$ cat config.mk
export PLATFORM = sky130hd
export DESIGN_NAME = id_ex_pipe_stage
export DESIGN_NICKNAME = d
export VERILOG_FILES = /design/src/rtl/id_ex_pipe_stage.sv
export SDC_FILE = /design/constraint.sdc
export NUM_CORES = 1
export LEC_CHECK = 0
export BUFFER_PORTS_ARGS = -buffer_cell sky130_fd_sc_hd__buf_2
export CORE_UTILIZATION = 56
export CTS_BUF_LIST = sky130_fd_sc_hd__clkbuf_4 sky130_fd_sc_hd__clkbuf_8
export CTS_CLUSTER_SIZE = 30
export DETAILED_ROUTE_END_ITERATION = 6
export GPL_TIMING_DRIVEN = 1
export PLACE_DENSITY = 0.89
export SYNTH_ARGS = -nofsm -noshare
export SYNTH_HDL_FRONTEND = slang
export SYNTH_SLANG_ARGS = --single-unit
$ cat constraint.sdc
create_clock -name CLK -period 2.2 [get_ports CLK]
set_input_delay 0.22 -clock CLK [delete_from_list [all_inputs] [get_ports CLK]]
set_output_delay 0.22 -clock CLK [all_outputs]
set_load 0.02 [all_outputs]
$ cat src/rtl/id_ex_pipe_stage.sv
// rtl/id_ex_pipe_stage.sv - ID->EX pipeline stage with valid/ready, 2-entry skid buffer, flush and stall counter
module id_ex_pipe_stage #(
  parameter int DATA_W  = 16,
  parameter int NUM_OPS = 2,
  parameter int REG_AW  = 3,
  parameter int CTRL_W  = 24,
  parameter int STAT_W  = 16
) (
  input  logic                      CLK,
  input  logic                      RST,
  input  logic                      flush,
  input  logic                      in_valid,
  output logic                      in_ready,
  input  logic [DATA_W-1:0]         in_pc,
  input  logic [NUM_OPS*DATA_W-1:0] in_data,
  input  logic [3*REG_AW-1:0]       in_regs,
  input  logic [DATA_W-1:0]         in_imm,
  input  logic [CTRL_W-1:0]         in_ctrl,
  output logic                      out_valid,
  input  logic                      out_ready,
  output logic [DATA_W-1:0]         out_pc,
  output logic [NUM_OPS*DATA_W-1:0] out_data,
  output logic [3*REG_AW-1:0]       out_regs,
  output logic [DATA_W-1:0]         out_imm,
  output logic [CTRL_W-1:0]         out_ctrl,
  output logic [STAT_W-1:0]         stall_cnt
);

  localparam int PW = 2*DATA_W + NUM_OPS*DATA_W + 3*REG_AW + CTRL_W;

  logic          m_v_q, m_v_d, s_v_q, s_v_d;
  logic [PW-1:0] m_pay_q, m_pay_d, s_pay_q, s_pay_d;
  logic          in_ready_q, in_ready_d;
  logic [STAT_W-1:0] stall_q, stall_d;
  logic [PW-1:0] in_pay;
  logic [CTRL_W-1:0] m_ctrl;
  logic          accept, pop;

  assign in_pay = {in_pc, in_data, in_regs, in_imm, in_ctrl};
  assign accept = in_valid && in_ready_q;
  assign pop    = m_v_q && out_ready;

  // S only ever fills while M is stalled, so FIFO order is M then S
  always_comb begin
    m_v_d   = m_v_q;
    s_v_d   = s_v_q;
    m_pay_d = m_pay_q;
    s_pay_d = s_pay_q;
    if (flush) begin
      m_v_d = 1'b0;
      s_v_d = 1'b0;
    end else if (pop) begin
      if (s_v_q) begin
        m_pay_d = s_pay_q;
        m_v_d   = 1'b1;
        s_v_d   = accept;
        if (accept) s_pay_d = in_pay;
      end else begin
        m_v_d = accept;
        if (accept) m_pay_d = in_pay;
      end
    end else if (!m_v_q) begin
      if (accept) begin
        m_v_d   = 1'b1;
        m_pay_d = in_pay;
      end
    end else if (accept) begin
      s_v_d   = 1'b1;
      s_pay_d = in_pay;
    end
    in_ready_d = !s_v_d;
  end

  always_comb begin
    stall_d = stall_q;
    if (m_v_q && !out_ready && (stall_q != {STAT_W{1'b1}})) stall_d = stall_q + 1'b1;
  end

  always_ff @(posedge CLK or negedge RST) begin
    if (!RST) begin
      m_v_q      <= 1'b0;
      s_v_q      <= 1'b0;
      m_pay_q    <= '0;
      s_pay_q    <= '0;
      in_ready_q <= 1'b1;
      stall_q    <= '0;
    end else begin
      m_v_q      <= m_v_d;
      s_v_q      <= s_v_d;
      m_pay_q    <= m_pay_d;
      s_pay_q    <= s_pay_d;
      in_ready_q <= in_ready_d;
      stall_q    <= stall_d;
    end
  end

  assign {out_pc, out_data, out_regs, out_imm, m_ctrl} = m_pay_q;
  // a bubble must never carry write enables downstream
  assign out_ctrl  = m_v_q ? m_ctrl : '0;
  assign out_valid = m_v_q;
  assign in_ready  = in_ready_q;
  assign stall_cnt = stall_q;

endmodule
==> results.py <==
metrics = {
    "outcome": {
        "outcome": "finished clean",
    },
    "grt": {
        "track_usage_pct": 29.08,
        "gr-total-overflow": 0,
        "antenna_found_initial": 1,
        "grt_first_pass_wirelength_um": 39830,
        "grt_max_degree": 69,
        "grt_pass1_vias": 7778,
    },
    "worst_hold_path": {
        "hold_class": "in2reg",
        "hold_path_end": "s_v_q$_DFF_PN0_",
        "hp-start": "flush",
        "whs_path_depth": 2,
    },
    "layout": {
        "fin_nets": 1167,
        "finalNonFillerCells": 1302,
        "final_util_pct": 73.52,
        "fillers": 1011,
        "syn2layout_area_growth_pct": 26.45,
        "drive_gt1_share_pct": 36.59,
    },
    "yosys": {
        "synth_commonest_cells": "212 x dfrtp_1, 104 x a21oi_1, 100 x mux2_2, 100 x nor2_1, 97 x o22ai_1",
        "synth.area.top_cells": "dfrtp_1 57%, mux2_2 12%, o22ai_1 6.5%, buf_4 6.4%, a21oi_1 5.6%",
        "synth_top_area_share_pct": 56.82,
        "async_flop_share_pct": 100.0,
        "synth_edf_count": 0,
        "netlist_instances": 827,
        "synth_cell_types": 35,
        "yosys_warnings": 0,
        "yosysSeqAreaShare_pct": 57.10,
        "synth_largest_area_cell": "dfrtp_1",
        "synth-seq-cells": 213,
        "syn_avg_cell_area_um2": 11.29,
        "synthFlopType": "dfrtp_1",
        "synth_nets": 930,
        "yosysMostFrequentCell": "dfrtp_1",
        "synth.cell_area_um2": 9336,
    },
    "drt": {
        "met1_length_um": 9632,
        "vias_per_cell": 5.794,
        "num_vias": 7544,
        "totalWireLength_um": 24940,
        "met3_length_um": 1755,
        "drtAntennaViolNets": 0,
        "drt_iter0_drc": 495,
        "drc": 0,
        "wl_met2_um": 12540,
        "wl_per_cell_um": 19.15,
        "drtPass1Iterations": 5,
        "highest_layer": "met4",
    },
    "sta": {
        "fin_crit_sh_pct": 95.17,
        "setup_violations": 0,
        "hold_violations": 0,
        "fmax_ghz": 0.4776,
        "rsz0062_at_grt": "no",
        "fin_skew_ns": 0.02159,
        "slew-limit-headroom_pct": 29.01,
        "drv_slew": 0,
        "final.setup.tns_ns": 0,
        "worst_slew_pin_slew_ns": 1.062,
        "fin_crit_ns": 2.094,
    },
    "clock_network": {
        "cts_root_buf": "clkbuf_8",
        "clkLatencyLatePin_ns": 0.52,
        "clk_path_buf_depth": 3,
        "cts_hold_buf": 98,
        "htreeDepth": 2,
        "cts_tree": "built",
        "numCtsBuffers": 37,
        "cts_setup_buffers": 0,
        "cts_repair_resize_count": 0,
        "cts_sinks": 213,
        "path_clk_slew_ns": 0.07,
    },
    "floorplanning": {
        "die_y_um": 131.1,
        "die_area_um2": 17190,
        "start_util_pct": 58.14,
        "num_rows": 46,
        "num_io_pins": 217,
        "die_x_um": 131.1,
        "core_um2": 16060,
    },
    "power": {
        "total_power_mw": 11.58,
        "p_sw_share_pct": 30.66,
        "p_sw_mw": 3.549,
        "p_clk_share_pct": 30.7,
        "irDropWorstVdd_mv": 0.6588,
        "seqPwrFrac_pct": 47.2,
        "combPwrFrac_pct": 22.1,
        "p_int_mw": 8.026,
        "pwr_density_cell_nw_per_um2": 980.4,
        "p_leak_nw": 5.323,
    },
    "placed_design": {
        "io_buffers": 216,
        "gp_congestion": 0.8400,
        "detailed_place_hpwl_um": 13480,
        "dp_cells": 1143,
    },
    "setup_path": {
        "regToRegStartpoint": "out_valid$_DFF_PN0_",
        "r2r_cells": 6,
        "worst_setup_path_end_kind": "flip-flop",
        "required_ns": 2.61,
        "cp.arrival_ns": 2.51,
        "path_max_fanout": 40,
        "worstReg2RegEnd": "m_pay_q[95]$_DFFE_PN0P_",
        "r2r_slack_ns": 0.11,
        "cp-start-kind": "flip-flop",
        "criticalPathCategory": "reg2reg",
    },
    "job": {
        "cap_violations": 0,
    },
}
==> final cells by class <==
type | instances | area, um2 | share of cell area [%]
repair buffers | 328 | 2276 | 19.28
flip-flops and latches | 213 | 5331 | 45.16
multi-input cells | 483 | 3211 | 27.19
clock inverters | 3 | 15.01 | 0.1272
diodes | 1 | 2.502 | 0.02120
well taps | 216 | 270.3 | 2.289
inverters | 1 | 3.754 | 0.03179
clock buffers | 57 | 696.9 | 5.903
==> critical path, cell delays in order, from the launching register on <==
cell and delay, ns:
dfrtp_1 0.34, buf_4 0.28, nand3_4 0.16, a211oi_4 0.33, buf_4 0.46, nor2_1 0.14
a21oi_1 0.26
==> logic make-up after synthesis <==
family	after synthesis	share of synthesized area, %
AO/OA/AOI/OAI	209	12.85
XOR/XNOR	8	0.7505
adder cells (fa/ha/maj)	1	0.1340
buffers and inverters	131	8.738
flip-flops	213	57.10
multiplexers	100	12.06
AND/OR/NAND/NOR	165	8.362
==> sequential cells by signal (all words and copies together) (netlist names) <==
signal / flops
out_valid: 1
s_pay_q: 97
stall_cnt: 16
s_v_q: 1
in_ready: 1
m_pay_q: 97
==> power by group through the flow <==
stage               Clock (mW)  Sequential, mW  Combinational, mW
floorplan                    0            5.37               1.90
global placement             0            5.41               2.27
detailed placement           0            5.46               2.37
CTS                       3.58            5.41               2.52
global route              3.78            5.55               2.76
finish                    3.55            5.46               2.56
==> through the flow <==
step / hold WS, ns / cell area (um2) / setup slack (ns)
CTS: 0.03335 / 11800 / 0.2343
finish: 0.06889 / 11810 / 0.1063
global route: 0.03399 / 11810 / 0.01021
global placement: 0.2327 / 10110 / 0.2992
detailed placement: 0.2364 / 10110 / 0.2635
floorplan: -0.07559 / 9336 / 0.2782
==> layer usage <==
metal	vias up	track usage, %
met5	-	0
met4	0	14.97
met3	93	6.674
met2	385	47.75
met1	3728	36.07
li1	3338	-
==> cells in the final DEF (no fill, tap or decap), types with 2 or more instances in the layout <==
master,Yosys,layout
nor2_1,100,99
o21a_1,2,2
mux2_2,100,100
a31oi_1,2,2
o22ai_1,97,97
and3_1,6,6
nand2_1,8,8
clkinv_2,0,3
nand2b_1,2,2
dfrtp_1,212,212
clkbuf_8,0,44
buf_4,80,6
nor2b_1,2,2
and2_1,24,24
xnor2_1,7,7
dlygate4sd3_1,0,98
buf_12,0,8
a21oi_1,104,104
buf_2,19,215
nand3_1,7,7
nand3_4,1,2
nand4_1,8,8
clkbuf_4,0,14
==> how the worst max path moves through the flow <==
| stage | cells after the start | slack, ns | end | from |
|---|---|---|---|---|
| after detailed placement | 4 | 0.26 | m_pay_q[33]$_DFFE_PN0P_ | out_valid$_DFF_PN0_ |
| after global placement | 4 | 0.30 | m_pay_q[76]$_DFFE_PN0P_ | out_valid$_DFF_PN0_ |
| after global routing | 6 | 0.01 | m_pay_q[95]$_DFFE_PN0P_ | out_valid$_DFF_PN0_ |
| after CTS | 4 | 0.23 | m_pay_q[26]$_DFFE_PN0P_ | out_valid$_DFF_PN0_ |
| final | 6 | 0.11 | m_pay_q[95]$_DFFE_PN0P_ | out_valid$_DFF_PN0_ |
| after floorplan | 5 | 0.28 | s_pay_q[66]$_DFFE_PN0P_ | in_ready$_DFF_PN1_ |
(Power assumes the default switching activity.)
